### src/rtl/vga_timing_pkg.sv
// VGA raster timing defaults and the sync bundle carried down the delay line.
package vga_timing_pkg;

    localparam int H_VISIBLE_DEF = 640;
    localparam int H_FP_DEF      = 16;
    localparam int H_SYNC_DEF    = 96;
    localparam int H_BP_DEF      = 48;
    localparam int V_VISIBLE_DEF = 480;
    localparam int V_FP_DEF      = 10;
    localparam int V_SYNC_DEF    = 2;
    localparam int V_BP_DEF      = 33;

    localparam int H_TOTAL = H_VISIBLE_DEF + H_FP_DEF + H_SYNC_DEF + H_BP_DEF;
    localparam int V_TOTAL = V_VISIBLE_DEF + V_FP_DEF + V_SYNC_DEF + V_BP_DEF;

    typedef struct packed {
        logic hs;
        logic vs;
        logic de;
    } sync_bits_t;

    localparam sync_bits_t SYNC_IDLE = '{hs: 1'b1, vs: 1'b1, de: 1'b0};

    function automatic logic in_win(input logic [9:0] v, input int lo, input int len);
        return (v >= 10'(lo)) && (v < 10'(lo + len));
    endfunction

endpackage

### src/rtl/vga_scan_driver_clk_en_divider.sv
// Pixel-tick strobe: one Clk-wide pulse every CLK_DIV cycles.
module clk_en_divider #(
    parameter int CLK_DIV = 2
) (
    input  logic clk,
    input  logic rst_n,
    output logic pix_en
);

    localparam int DW = (CLK_DIV > 1) ? $clog2(CLK_DIV) : 1;
    localparam logic [DW-1:0] LAST = DW'(CLK_DIV - 1);

    logic [DW-1:0] div_q;
    logic [DW-1:0] div_d;

    always_comb begin
        div_d = (div_q == LAST) ? '0 : div_q + DW'(1);
    end

    always_ff @(posedge clk or negedge rst_n) begin
        if (!rst_n) begin
            div_q <= '0;
        end else begin
            div_q <= div_d;
        end
    end

    assign pix_en = (div_q == LAST);

endmodule

### src/rtl/vga_scan_driver.sv
// Raster counter, renderer coordinate publisher and registered VGA pin driver.
import vga_timing_pkg::*;

module vga_scan_driver #(
    parameter int CLK_DIV   = 2,
    parameter int H_VISIBLE = H_VISIBLE_DEF,
    parameter int H_FP      = H_FP_DEF,
    parameter int H_SYNC    = H_SYNC_DEF,
    parameter int H_BP      = H_BP_DEF,
    parameter int V_VISIBLE = V_VISIBLE_DEF,
    parameter int V_FP      = V_FP_DEF,
    parameter int V_SYNC    = V_SYNC_DEF,
    parameter int V_BP      = V_BP_DEF,
    parameter int PIPE_LAT  = 0
) (
    input  logic       Clk,
    input  logic       Reset_n,
    input  logic [3:0] Red,
    input  logic [3:0] Green,
    input  logic [3:0] Blue,
    output logic [9:0] DrawX,
    output logic [9:0] DrawY,
    output logic       pix_en,
    output logic       frame_start,
    output logic       vblank,
    output logic       vga_hs,
    output logic       vga_vs,
    output logic       vga_de,
    output logic [3:0] vga_r,
    output logic [3:0] vga_g,
    output logic [3:0] vga_b
);

    localparam int H_TOT = H_VISIBLE + H_FP + H_SYNC + H_BP;
    localparam int V_TOT = V_VISIBLE + V_FP + V_SYNC + V_BP;
    localparam int PL    = (PIPE_LAT > 0) ? PIPE_LAT : 1;

    logic [9:0]  hc_q, hc_d;
    logic [9:0]  vc_q, vc_d;
    sync_bits_t  raw, tap;
    sync_bits_t  pipe_q [PL];
    sync_bits_t  pipe_d [PL];
    sync_bits_t  out_q, out_d;
    logic [11:0] rgb_q, rgb_d;

    clk_en_divider #(.CLK_DIV(CLK_DIV)) u_div (
        .clk    (Clk),
        .rst_n  (Reset_n),
        .pix_en (pix_en)
    );

    always_comb begin
        hc_d = hc_q;
        vc_d = vc_q;
        if (pix_en) begin
            if (hc_q == 10'(H_TOT - 1)) begin
                hc_d = '0;
                vc_d = (vc_q == 10'(V_TOT - 1)) ? '0 : vc_q + 10'd1;
            end else begin
                hc_d = hc_q + 10'd1;
            end
        end
    end

    always_comb begin
        raw.de = (hc_q < 10'(H_VISIBLE)) && (vc_q < 10'(V_VISIBLE));
        raw.hs = !in_win(hc_q, H_VISIBLE + H_FP, H_SYNC);
        raw.vs = !in_win(vc_q, V_VISIBLE + V_FP, V_SYNC);
    end

    // Syncs ride the same delay as the renderer so colour and syncs stay aligned.
    always_comb begin
        pipe_d = pipe_q;
        if (pix_en) begin
            pipe_d[0] = raw;
            for (int k = 1; k < PL; k++) begin
                pipe_d[k] = pipe_q[k-1];
            end
        end
        tap = (PIPE_LAT == 0) ? raw : pipe_q[PL-1];
    end

    always_comb begin
        out_d = out_q;
        rgb_d = rgb_q;
        if (pix_en) begin
            out_d = tap;
            rgb_d = tap.de ? {Red, Green, Blue} : 12'h000;
        end
    end

    always_ff @(posedge Clk or negedge Reset_n) begin
        if (!Reset_n) begin
            hc_q  <= '0;
            vc_q  <= '0;
            out_q <= SYNC_IDLE;
            rgb_q <= '0;
            for (int k = 0; k < PL; k++) begin
                pipe_q[k] <= SYNC_IDLE;
            end
        end else begin
            hc_q   <= hc_d;
            vc_q   <= vc_d;
            out_q  <= out_d;
            rgb_q  <= rgb_d;
            pipe_q <= pipe_d;
        end
    end

    assign DrawX       = hc_q;
    assign DrawY       = vc_q;
    assign vblank      = (vc_q >= 10'(V_VISIBLE));
    assign frame_start = pix_en && (hc_q == 10'(H_TOT - 1))
                                && (vc_q == 10'(V_TOT - 1));
    assign vga_hs      = out_q.hs;
    assign vga_vs      = out_q.vs;
    assign vga_de      = out_q.de;
    assign vga_r       = rgb_q[11:8];
    assign vga_g       = rgb_q[7:4];
    assign vga_b       = rgb_q[3:0];

endmodule
### config.mk
export PLATFORM = sky130hd
export DESIGN_NAME = vga_scan_driver
export DESIGN_NICKNAME = d
export VERILOG_FILES = /design/src/rtl/vga_timing_pkg.sv /design/src/rtl/vga_scan_driver_clk_en_divider.sv /design/src/rtl/vga_scan_driver.sv
export SDC_FILE = /design/constraint.sdc
export NUM_CORES = 1
export LEC_CHECK = 0
export CAP_MARGIN = 20
export CORE_MARGIN = 2
export CORE_UTILIZATION = 45
export DETAILED_ROUTE_END_ITERATION = 7
export PLACE_DENSITY = 0.77
export RECOVER_POWER = 50
export SETUP_SLACK_MARGIN = 0.5
export SYNTH_ARGS = -nofsm -noshare
export SYNTH_HDL_FRONTEND = slang
export SYNTH_HIERARCHICAL = 1
export SYNTH_SLANG_ARGS = --single-unit
export TNS_END_PERCENT = 10
### constraint.sdc
create_clock -name Clk -period 2.2 [get_ports Clk]
set_input_delay 0.33 -clock Clk [delete_from_list [all_inputs] [get_ports Clk]]
set_output_delay 0.33 -clock Clk [all_outputs]
set_load 0.005 [all_outputs]
==> results_dict.tcl, run 1 <==
set metrics [dict create \
    outcome "complete, no violations" \
    grt_pass1_vias 1570 \
    seq_area_frac_synth_pct 52.1 \
    critPathLaunchType "flip-flop" \
    globalplace.congestion 0.825 \
    async_flop_share_pct 100 \
    post-route-min-period_ps 1910 \
    path_cells "buf_4 > or3b_4 > nor4_1 > o21ai_0 > a22o_1" \
    postCtsHoldBufs 0 \
    critical-path-max-stage-delay_ps 470 \
    fillers 288 \
    grt_overflow 0 \
    cts_tree "yes" \
    diodes 0 \
    synthTopCellsByArea "dfrtp_1 49%, a22o_1 6.6%, dfstp_2 3.0%" \
    cts-root-buf "clkbuf_8" \
    vdd_drop_max_mv 0.331 \
    grt_pass1_wl_um 7480 \
    io_buffers 51 \
    cts.clk_slew.worst_paths_ps 70 \
    worst_path_max_delay_cell "nor4_1" \
    hpwlAfterDp_um 3060 \
    die_w_um 66.1 \
    end_kind "flip-flop" \
    grt_use_total_pct 22.8 \
    pin_count 52 \
    finClkSkew_ps 5.22 \
    wl_per_cell_um 15.5 \
    start_util_pct 47.0 \
    synth_top_flop_cell "dfrtp_1" \
    layout-drive-gt1-share_pct 18.6 \
    grt_antenna_before_repair 0 \
    route.detailed.drc 0 \
    rsz0062_at_grt "true" \
    core-area_sq_mm 0.00369 \
    synth_area_leader_cell "dfrtp_1" \
    num-nets-final 264 \
    synth_cells 169 \
    clkLatencyLatePin_ps 290 \
    synth_area_sq_mm 0.00174 \
    synth_cell_type_count 39 \
    synth_common_cells "34 x dfrtp_1, 13 x a22o_1, 13 x nand2_1, 12 x nor2_1" \
    post_dp_cell_area_sq_mm 0.00238 \
    vias_per_cell 5.51 \
    initialDrtViolationCount 126 \
    max_cap_violations 0 \
    hp-class "flip-flop to flip-flop" \
    max_freq_ghz 0.522 \
    final_util_pct 70.3 \
    setup_violations 0 \
    regArea_sq_um 908 \
    synth_area_per_cell_sq_um 10.3 \
    post-place-ws_ps 212 \
    htree_levels 2 \
    pwr_density_cell_mw_per_mm2 475 \
    cts_num_sinks 36 \
    max_slew_margin_pct 41.1 \
    die_h_um 66.1 \
    stdcell_area_sq_mm 0.00259 \
    std_cell_rows 22 \
    grt_max_degree 37 \
    drt_pass1_iterations 4 \
    ys_warn_count 6 \
    min_period_over_period_pct 87.0 \
    wl_um 4570 \
    syn_to_final_growth_pct 49.3 \
    worst-setup-path-type "flip-flop to flip-flop" \
    drv_slew 0 \
    finalHoldViolations 0 \
    synthesis.nets 187 \
    clk_path_buf_depth 2 \
    postRouteAntennaNets 0 \
    worstPathMaxFanout 7 \
    multiInputGateArea_sq_um 821 \
    tns_ps 0 \
    worst_pin_slew_ps 884 \
    crit_arrival_ps 2090 \
    cts_buffers 5 \
    dr_total_vias 1624 \
    synth.most_common_cell "dfrtp_1" \
    cp.required_ps 2370 \
    synth_edf_count 0 \
    layout_setup_ws_ps 286 \
    hold_slack_ps 487 \
    power.leakage_uw 0.00115 \
    ys_seq_elements 36 \
    synth_top_area_share_pct 49.0 \
    dieArea_sq_mm 0.00437 \
]
==> area by class of cell <==
class	instances	share of cell area, %
Sequential cell	36	35.1
Multi-Input combinational cell	118	31.7
Timing Repair Buffer	74	25.9
Clock buffer	8	3.48
Tap cell	48	2.32
Inverter	11	1.59
==> worst paths after layout <==
kind	start	endpoint	slack, ps	depth (start not counted)
setup / recovery	DrawX[7]	DrawX[3]	290	5
hold / removal	vga_vs	vga_vs	490	2
setup reg to reg	DrawX[7]	DrawX[3]	290	5
hold reg to reg	vga_vs	vga_vs	490	2
max in group asynchronous	Reset_n	DrawX[0]	890	2
min in group asynchronous	Reset_n	DrawY[2]	690	2
==> state kept, by name (all words and copies together) (netlist names) <==
| signal | count |
|---|---|
| DrawX | 10 |
| DrawY | 10 |
| rgb_q | 12 |
| u_div/pix_en | 1 |
| vga_de | 1 |
| vga_hs | 1 |
| vga_vs | 1 |
==> power by group <==
group          switching [uW]  leakage (uW)  internal, uW
sequential               6.20      0.000442           673
clock                     229     0.0000455           255
combinational            23.7      0.000667          42.2
total                     259       0.00115           971
==> through the flow <==
step           total power (uW)  std cells
6_report                   1230        295
5_1_grt                    1280        295
4_1_cts                    1250        292
3_5_place_dp                764        275
3_3_place_gp                763        275
2_1_floorplan               702        169
==> cell families after synthesis <==
| kind of cell | share of synthesized area, % |
|---|---|
| xor+xnor | 4.04 |
| flops | 52.1 |
| buf+inv | 3.68 |
| compound gates | 14.6 |
| mux | 1.15 |
| simple gates | 21.6 |
| fa+ha+maj | 2.88 |
==> worst max-delay path: cells and delay by family (launching register included) <==
| kind | cells | cell delay, ps |
|---|---|---|
| AOI/OAI and AO/OA | 2 | 380 |
| buffers and inverters | 1 | 160 |
| DFF | 1 | 390 |
| and+or+nand+nor | 2 | 860 |
==> placed cells by master (no fill, tap or decap), types with 2 or more instances in the layout <==
cell / count
buf_4: 21
clkbuf_8: 6
dlygate4sd3_1: 13
dfstp_2: 2
a22o_1: 13
nor3_1: 2
nand2_1: 13
inv_1: 10
nor4_1: 3
nand2b_1: 4
or3_1: 3
and3_1: 2
nand3_1: 8
a31oi_1: 3
mux2i_1: 2
clkbuf_1: 3
ha_1: 3
clkdlybuf4s50_1: 36
nand4_1: 5
dfrtp_2: 4
dfrtp_1: 30
xnor2_1: 2
a21oi_1: 5
o31ai_1: 3
xor2_1: 6
o21ai_0: 9
nor2_1: 12
==> layer usage <==
layer	routed length (um)	global-route usage, %
met5	0	0
met4	100	11.5
met3	279	5.62
met2	2170	35.6
met1	2030	29.4
==> what timing repair did <==
action / in CTS / in global routing
pin swaps: 6 / 2
endpoints found under the hold margin: 0 / 0
setup endpoints to repair: 28 / 35
resized for setup: 12 / 4
setup buffers: 9 / 3
No activity file was read; power rests on OpenSTA's default activity.
==> inputs of run 2 (changes only) <==
- PLACE_DENSITY: 0.77 -> 0.76
==> results_dict.tcl, run 2 (synthesis results as in run 1) <==
set metrics [dict create \
    outcome "complete, no violations" \
    regArea_sq_um 906 \
    worstPathMaxFanout 5 \
    die_w_um 66.1 \
    worst-setup-path-type "flip-flop to flip-flop" \
    clkLatencyLatePin_ps 300 \
    hold_slack_ps 491 \
    cts.clk_slew.worst_paths_ps 70 \
    end_kind "flip-flop" \
    hp-class "flip-flop to flip-flop" \
    vdd_drop_max_mv 0.450 \
    htree_levels 2 \
    clk_path_buf_depth 2 \
    path_delay_family "buffers and inverters" \
    vias_per_cell 5.61 \
    pin_count 52 \
    drv_slew 0 \
    grt_pass1_wl_um 8440 \
    worst_path_max_delay_cell "dfrtp_1" \
    max_freq_ghz 0.458 \
    cts-root-buf "clkbuf_8" \
    worst_pin_slew_ps 901 \
    num-nets-final 280 \
    initialDrtViolationCount 144 \
    grt_overflow 0 \
    finClkSkew_ps 2.65 \
    grt_use_total_pct 25.6 \
    largest_reg_flops 12 \
    diodes 0 \
    drt_pass1_iterations 4 \
    power.leakage_uw 0.00124 \
    dr_total_vias 1745 \
    numPlacedInstances 275 \
    path_cells "inv_1 > ha_2 > nor4b_4 > nand3_2 > buf_4 > buf_6 > buf_6 > buf_6 > buf_6 > buf_6 > nand4_1 > o31ai_1" \
    crit_arrival_ps 2360 \
    path_buf_inv 7 \
    cts_num_sinks 36 \
    std_cell_rows 22 \
    route.detailed.drc 0 \
    dieArea_sq_mm 0.00437 \
    cts_buffers 5 \
    hpwlAfterDp_um 3090 \
    wl_per_cell_um 17.1 \
    final_common_cell "clkdlybuf4s50_1" \
    wl_um 5310 \
    multiInputGateArea_sq_um 823 \
    cts_tree "yes" \
    layout_common_cells "35 x clkdlybuf4s50_1, 32 x dfrtp_1, 30 x buf_4" \
    post-route-min-period_ps 2180 \
    cp.required_ps 2380 \
    die_h_um 66.1 \
    core-area_sq_mm 0.00369 \
    critical-path-max-stage-delay_ps 400 \
    io_buffers 51 \
    start_util_pct 47.0 \
    pwr_density_cell_mw_per_mm2 485 \
    globalplace.congestion 0.822 \
    setup_violations 0 \
    rsz0062_at_grt "true" \
    fillers 261 \
    postRouteAntennaNets 0 \
    min_period_over_period_pct 99.2 \
    layout-drive-gt1-share_pct 24.0 \
    syn_to_final_growth_pct 58.4 \
    finalHoldViolations 0 \
    max_cap_violations 0 \
    largest-register "rgb_q" \
    critPathLaunchType "flip-flop" \
    critPathMostFrequentCell "buf_6" \
    fin_cells 311 \
    grt_pass1_vias 1752 \
    grt_max_degree 37 \
    max_slew_margin_pct 39.9 \
    grt_antenna_before_repair 0 \
    postCtsHoldBufs 0 \
]
-- run 2: cell count changes in the layout (fill, tap and decap cells not counted), moves of 2 or more --
cell     previous run  this run
buf_6               0         5
buf_4              21        30
o21ai_0             9         7
dfrtp_1            30        32
dfrtp_2             4         2
-- run 2: worst reg2reg max path, delay by kind of cell, from the launching register on --
| family | cells | cell delay (ps) |
|---|---|---|
| AOI/OAI and AO/OA | 1 | 100 |
| adders and majority gates | 1 | 180 |
| and+or+nand+nor | 3 | 590 |
| buffers and inverters | 7 | 810 |
| DFF | 1 | 400 |
-- run 2: layout make-up --
type	count	share of cell area, %
inverters	11	1.50
clock inverters	3	1.55
clock buffers	5	2.50
flip-flops and latches	36	33.0
well taps	48	2.18
multi-input cells	118	29.9
repair buffers	90	29.4
-- run 2: timing repair --
action | in CTS | in global routing
setup buffers | 25 | 2
endpoints found under the setup margin | 26 | 35
cloned | 1 | 0
resized for setup | 14 | 5
pin swaps | 9 | 3
-- run 2: worst paths after layout --
kind / startpoint / end / slack (ps) / depth (start not counted)
max: DrawY[1] / DrawY[4] / 20 / 12
min reg2reg: vga_hs / vga_hs / 490 / 2
min in group asynchronous: Reset_n / DrawY[4] / 680 / 2
max in group asynchronous: Reset_n / DrawY[5] / 900 / 2
max reg2reg: DrawY[1] / DrawY[4] / 20 / 12
min: vga_hs / vga_hs / 490 / 2
-- run 2: where the power goes --
part | internal [uW] | total, uW | switching (uW)
Clock | 335 | 588 | 253
Combinational | 41.9 | 66.5 | 24.5
Sequential | 673 | 679 | 6.37
-- run 2: stage by stage --
step           area, sq um  utilization, %  worst slack (ps)  setup TNS (ps)  total power, uW
2_1_floorplan         1750               -               445               0              702
3_3_place_gp          2380            64.7               203               0              763
3_5_place_dp          2380            64.7               173               0              765
4_1_cts               2730            73.9               141               0             1350
5_1_grt               2750            74.5             -86.3            -314             1370
6_report              2750            74.5              16.8               0             1330
-- run 2: layer usage --
layer | vias up | GRT usage, % | part of all wire (%)
met5 | - | 0 | 0
met4 | 0 | 9.95 | 1.5
met3 | 9 | 5.96 | 5.4
met2 | 79 | 43.4 | 51
met1 | 859 | 31.5 | 42
li1 | 798 | - | -
==> RTL edit 1, RTL diff (settings of run 1) <==
Register the input `Green` before use, cleared by the reset. The logic sees it one clock later. The other inputs are not delayed to match.
--- a/src/rtl/vga_scan_driver.sv
+++ b/src/rtl/vga_scan_driver.sv
@@ -35,4 +35,14 @@
     localparam int V_TOT = V_VISIBLE + V_FP + V_SYNC + V_BP;
     localparam int PL    = (PIPE_LAT > 0) ? PIPE_LAT : 1;
+
+    logic [3:0] Green_q;
+
+    always_ff @(posedge Clk or negedge Reset_n) begin
+        if (!Reset_n) begin
+            Green_q <= '0;
+        end else begin
+            Green_q <= Green;
+        end
+    end
 
     logic [9:0]  hc_q, hc_d;
@@ -86,5 +96,5 @@
         if (pix_en) begin
             out_d = tap;
-            rgb_d = tap.de ? {Red, Green, Blue} : 12'h000;
+            rgb_d = tap.de ? {Red, Green_q, Blue} : 12'h000;
         end
     end
Function: changed (Yosys sat finds a counterexample within 4 cycles, from zero or initial values and one cycle with Reset_n low).
==> RTL edit 1 against run 1 <==
  * Count of clock-buffer cells in the layout shrank 3
  * Sequential cell count grew 4
  * Worst setup slack lost 0.078 ns
  * Final area grew 3.8%
  * Largest cell class unchanged
  * Wire length grew 3.7%
  * Total power grew 24%
  * Area after synthesis grew 3.2%
  * Largest power group unchanged
  * Critical path type is now reg -> out
==> RTL edit 1: results (changes against run 1) <==
set qor(outcome) {completed} ;# unchanged
set qor(detailroute.via_count) 1508 ;# was 1624
set qor(timing.critical_path.arrival_ns) 1.66 ;# was 2.09 ns
set qor(worstHoldPathType) {in -> async} ;# was reg -> reg
set qor(synth.top_cells.by_area) {dfrtp_1 (53%), a22o_1 (5.9%), xnor2_1 (3.9%), ha_1 (3.5%), nand3_1 (3.1%)} ;# was dfrtp_1 (49%), a22o_1 (6.6%), dfstp_2 (3.0%), xor2_1 (3.0%), ha_1 (2.9%)
set qor(gp_congestion) 0.863 ;# was 0.825
set qor(timing.critical_path.fanout_max) 5 ;# was 7
set qor(num-nets-final) 251 ;# was 264
set qor(critPathCapture) {frame_start} ;# was DrawX[3]$_DFFE_PN0P_
set qor(synth_area_in_compound_gates_pct) 9.78 ;# was 14.6%
set qor(finalWirelength_mm) 4.74 ;# was 4.57 mm
set qor(tightest_slew_ns) 0.867 ;# was 0.884 ns
set qor(power_report.internal_total_mw) 1.24 ;# was 971 uW
set qor(met2_usage_pct) 37.7 ;# was 35.6%
set qor(peak_supply_drop_v) 0.000450 ;# was 0.000331 V
set qor(final-instance-count-excl-fill) 280 ;# was 295
set qor(gr-usage-all-layers_pct) 22.6 ;# was 22.8%
set qor(synth_sequential_area_ratio_pct) 56.0 ;# was 52.1%
set qor(dr_wl_met2_mm) 2.49 ;# was 2.17 mm
set qor(rr_worst_depth) 8 ;# was 5
set qor(power.static_leakage_nw) 1.22 ;# was 1.15 nW
set qor(synthAdderAreaFrac_pct) 3.49 ;# was 2.88%
set qor(synth_xor_area_share_pct) 6.36 ;# was 4.04%
set qor(global_route_wire_length_before_repair_mm) 7.40 ;# was 7.48 mm
set qor(syn-num-nets) 172 ;# was 187
set qor(post_dp_hpwl_mm) 3.06 ;# about the same
set qor(post_dp_cell_area_sq_um) 2360 ;# was 2380 sq um
set qor(power_frac_comb_pct) 4.4 ;# was 5.4%
set qor(synthCells) 153 ;# was 169
set qor(p_comb_uw) 66.6 ;# was 65.9 uW
set qor(detailroute.wirelength.met3_um) 250 ;# was 279 um
[RTL edit 1: cell count changes in the layout (fill, tap and decap cells not counted), moves of 5 or more]
cell            run 1  this run
dfrtp_1            30        38
o21ai_0             9         3
xnor2_1             2         8
nand2_1            13         8
[RTL edit 1: cell type report]
type	instances	area, sq um
Fill cell	276	1050
Sequential cell	40	1000
Multi-Input combinational cell	101	774
Timing Repair Buffer	76	692
Clock buffer	5	68.8
Clock inverter	2	60.1
Tap cell	48	60.1
Inverter	8	30.0
[RTL edit 1: critical path, stage by stage (launching register included)]
cell	delay [ns]
dfrtp_1	0.38
ha_1	0.21
and4_1	0.31
nand3_1	0.16
nor2_2	0.18
buf_2	0.14
[RTL edit 1: what timing repair did]
| action | 4_1_cts | 5_1_grt |
|---|---|---|
| resized for setup | 18 | 9 |
| setup buffers | 15 | 3 |
| pin swaps | 2 | 1 |
| setup endpoints to repair | 17 | 21 |
==> RTL edit 2, RTL diff (flow settings as in run 1) <==
Made on the original files. `PIPE_LAT`: 0 -> 1.
--- a/src/rtl/vga_scan_driver.sv
+++ b/src/rtl/vga_scan_driver.sv
@@ -12,5 +12,5 @@
     parameter int V_SYNC    = V_SYNC_DEF,
     parameter int V_BP      = V_BP_DEF,
-    parameter int PIPE_LAT  = 0
+    parameter int PIPE_LAT  = 1
 ) (
     input  logic       Clk,
Behaviour: not the same (a bounded check fails within 4 cycles, from zero or initial values and one cycle with Reset_n low).
==> RTL edit 2 against run 1 <==
  * Wire length down 4.7%
  * The run now ends with max-capacitance violations, max-slew violations left
  * Global-route usage down 2.7 points
  * Total power up 23%
  * Largest cell class unchanged
  * Die area up 3.7%
  * Final area up 7.6%
  * Area after synthesis up 4.0%
  * Sequential cell count up 3
  * Worst setup slack worse by 0.25 ns
  * Combinational power up 9.6%
==> RTL edit 2: results (changes against run 1) <==
set qor(routed_wire_length_per_instance_um) 14.0 ;# was 15.5 um
set qor(hold-path-endpoint) {pipe_q[1]$_DFFE_PN1P_} ;# was vga_vs$_DFFE_PN1P_
set qor(drt_iter0_drc) 81 ;# was 126
set qor(tightest_slew_ns) 1.95 ;# was 0.884 ns
set qor(worst_hold_startpoint) {pipe_q[1]$_DFFE_PN1P_} ;# was vga_vs$_DFFE_PN1P_
set qor(peak_supply_drop_v) 0.000510 ;# was 0.000331 V
set qor(report.final.slew_viol_count) 40 ;# was 0
set qor(synth_commonest_cells) {dfrtp_1 (35), nand3_1 (23), o21ai_0 (21), inv_1 (20), xnor2_1 (10)} ;# was dfrtp_1 (34), a22o_1 (13), nand2_1 (13), nor2_1 (12)
set qor(area_growth_syn_to_layout_pct) 54.5 ;# was 49.3%
set qor(drive_above_1_share_pct) 22.5 ;# was 18.6%
set qor(failed_checks) {max-capacitance violations, max-slew violations}
set qor(post_dp_hpwl_mm) 3.02 ;# was 3.06 mm
set qor(power.static_leakage_nw) 1.28 ;# was 1.15 nW
set qor(outcome) {finished, violations left} ;# was completed
set qor(syn-num-nets) 198 ;# was 187
set qor(timing.critical_path.fanout_max) 4 ;# was 7
set qor(synthAdderAreaFrac_pct) 3.47 ;# was 2.88%
set qor(hold_ws_ns) 0.499 ;# was 0.487 ns
set qor(gp_congestion) 0.831 ;# was 0.825
set qor(synth_sequential_area_ratio_pct) 54.4 ;# was 52.1%
set qor(drv_cap) 1 ;# was 0
set qor(time_the_final_worst_path_needs_with_i_o_delays_and_setup_ns) 2.16 ;# was 1.91 ns
set qor(largest_net_degree_at_the_start_of_global_routing) 42 ;# was 37
set qor(num-fill-cells) 298 ;# was 288
set qor(reg2reg_from) {DrawX[6]$_DFFE_PN0P_} ;# was DrawX[7]$_DFFE_PN0P_
set qor(placedCellCount) 300 ;# was 275
set qor(regToRegSetupSlack_ns) 0.04 ;# was 0.29 ns
set qor(regToRegEndpoint) {DrawY[9]$_DFFE_PN0P_} ;# was DrawX[3]$_DFFE_PN0P_
set qor(timing.critical_path.slowest_cell_delay_ns) 0.53 ;# was 0.47 ns
set qor(synthCells) 179 ;# was 169
set qor(p_sw_uw) 282 ;# was 259 uW
set qor(synth_xor_area_share_pct) 5.83 ;# was 4.04%
set qor(p_comb_uw) 72.2 ;# was 65.9 uW
set qor(timing.critical_path.arrival_ns) 2.39 ;# was 2.09 ns
set qor(muxShareOfSynthArea_pct) 1.87 ;# was 1.15%
set qor(yosysUniqueCellTypes) 32 ;# was 39
set qor(global_route_wire_length_before_repair_mm) 6.71 ;# was 7.48 mm
==> RTL edit 2: cell count changes after synthesis, moves of 3 or more <==
cell,change
o21ai_0,+11
nand2b_1,-3
nand2_1,-7
a31oi_1,-3
mux2_2,+3
a22o_1,-13
nand3_1,+14
inv_1,+10
nor2_1,-3
xor2_1,-4
xnor2_1,+8
==> RTL edit 2: timing repair <==
action | in CTS | in global routing
resized for setup | 8 | 24
endpoints found under the setup margin | 19 | 20
pin swaps | 3 | 7
buffers inserted | 3 | 1
==> RTL edit 2: area by class of cell <==
class,count,share of cell area (%)
Tap cell,50,2.24
Clock inverter,2,2.15
Clock buffer,6,2.60
Sequential cell,39,35.2
Inverter,20,2.69
Multi-Input combinational cell,115,28.3
Timing Repair Buffer,80,26.8
==> RTL edit 2: per-layer routing <==
metal | up-vias | share of wire, % | wire, um | track usage [%]
met4 | 0 | 1.5 | 65 | 6.89
met5 | - | 0 | 0 | 0
met1 | 747 | 45 | 1960 | 25.1
li1 | 787 | - | - | -
met2 | 48 | 47 | 2070 | 33.8
met3 | 9 | 6.1 | 267 | 5.17
==> RTL edit 2: how the worst max path moves through the flow <==
| stage | cells past startpoint | startpoint | to |
|---|---|---|---|
| 6_report | 6 | DrawX[6]$_DFFE_PN0P_ | DrawY[9]$_DFFE_PN0P_ |
| 5_1_grt | 6 | DrawX[6]$_DFFE_PN0P_ | DrawY[9]$_DFFE_PN0P_ |
| 4_1_cts | 6 | DrawX[6]$_DFFE_PN0P_ | DrawY[9]$_DFFE_PN0P_ |
| 3_5_place_dp | 4 | DrawX[6]$_DFFE_PN0P_ | frame_start |
| 3_3_place_gp | 4 | DrawX[6]$_DFFE_PN0P_ | frame_start |
| 2_1_floorplan | 4 | DrawX[6]$_DFFE_PN0P_ | DrawY[9]$_DFFE_PN0P_ |
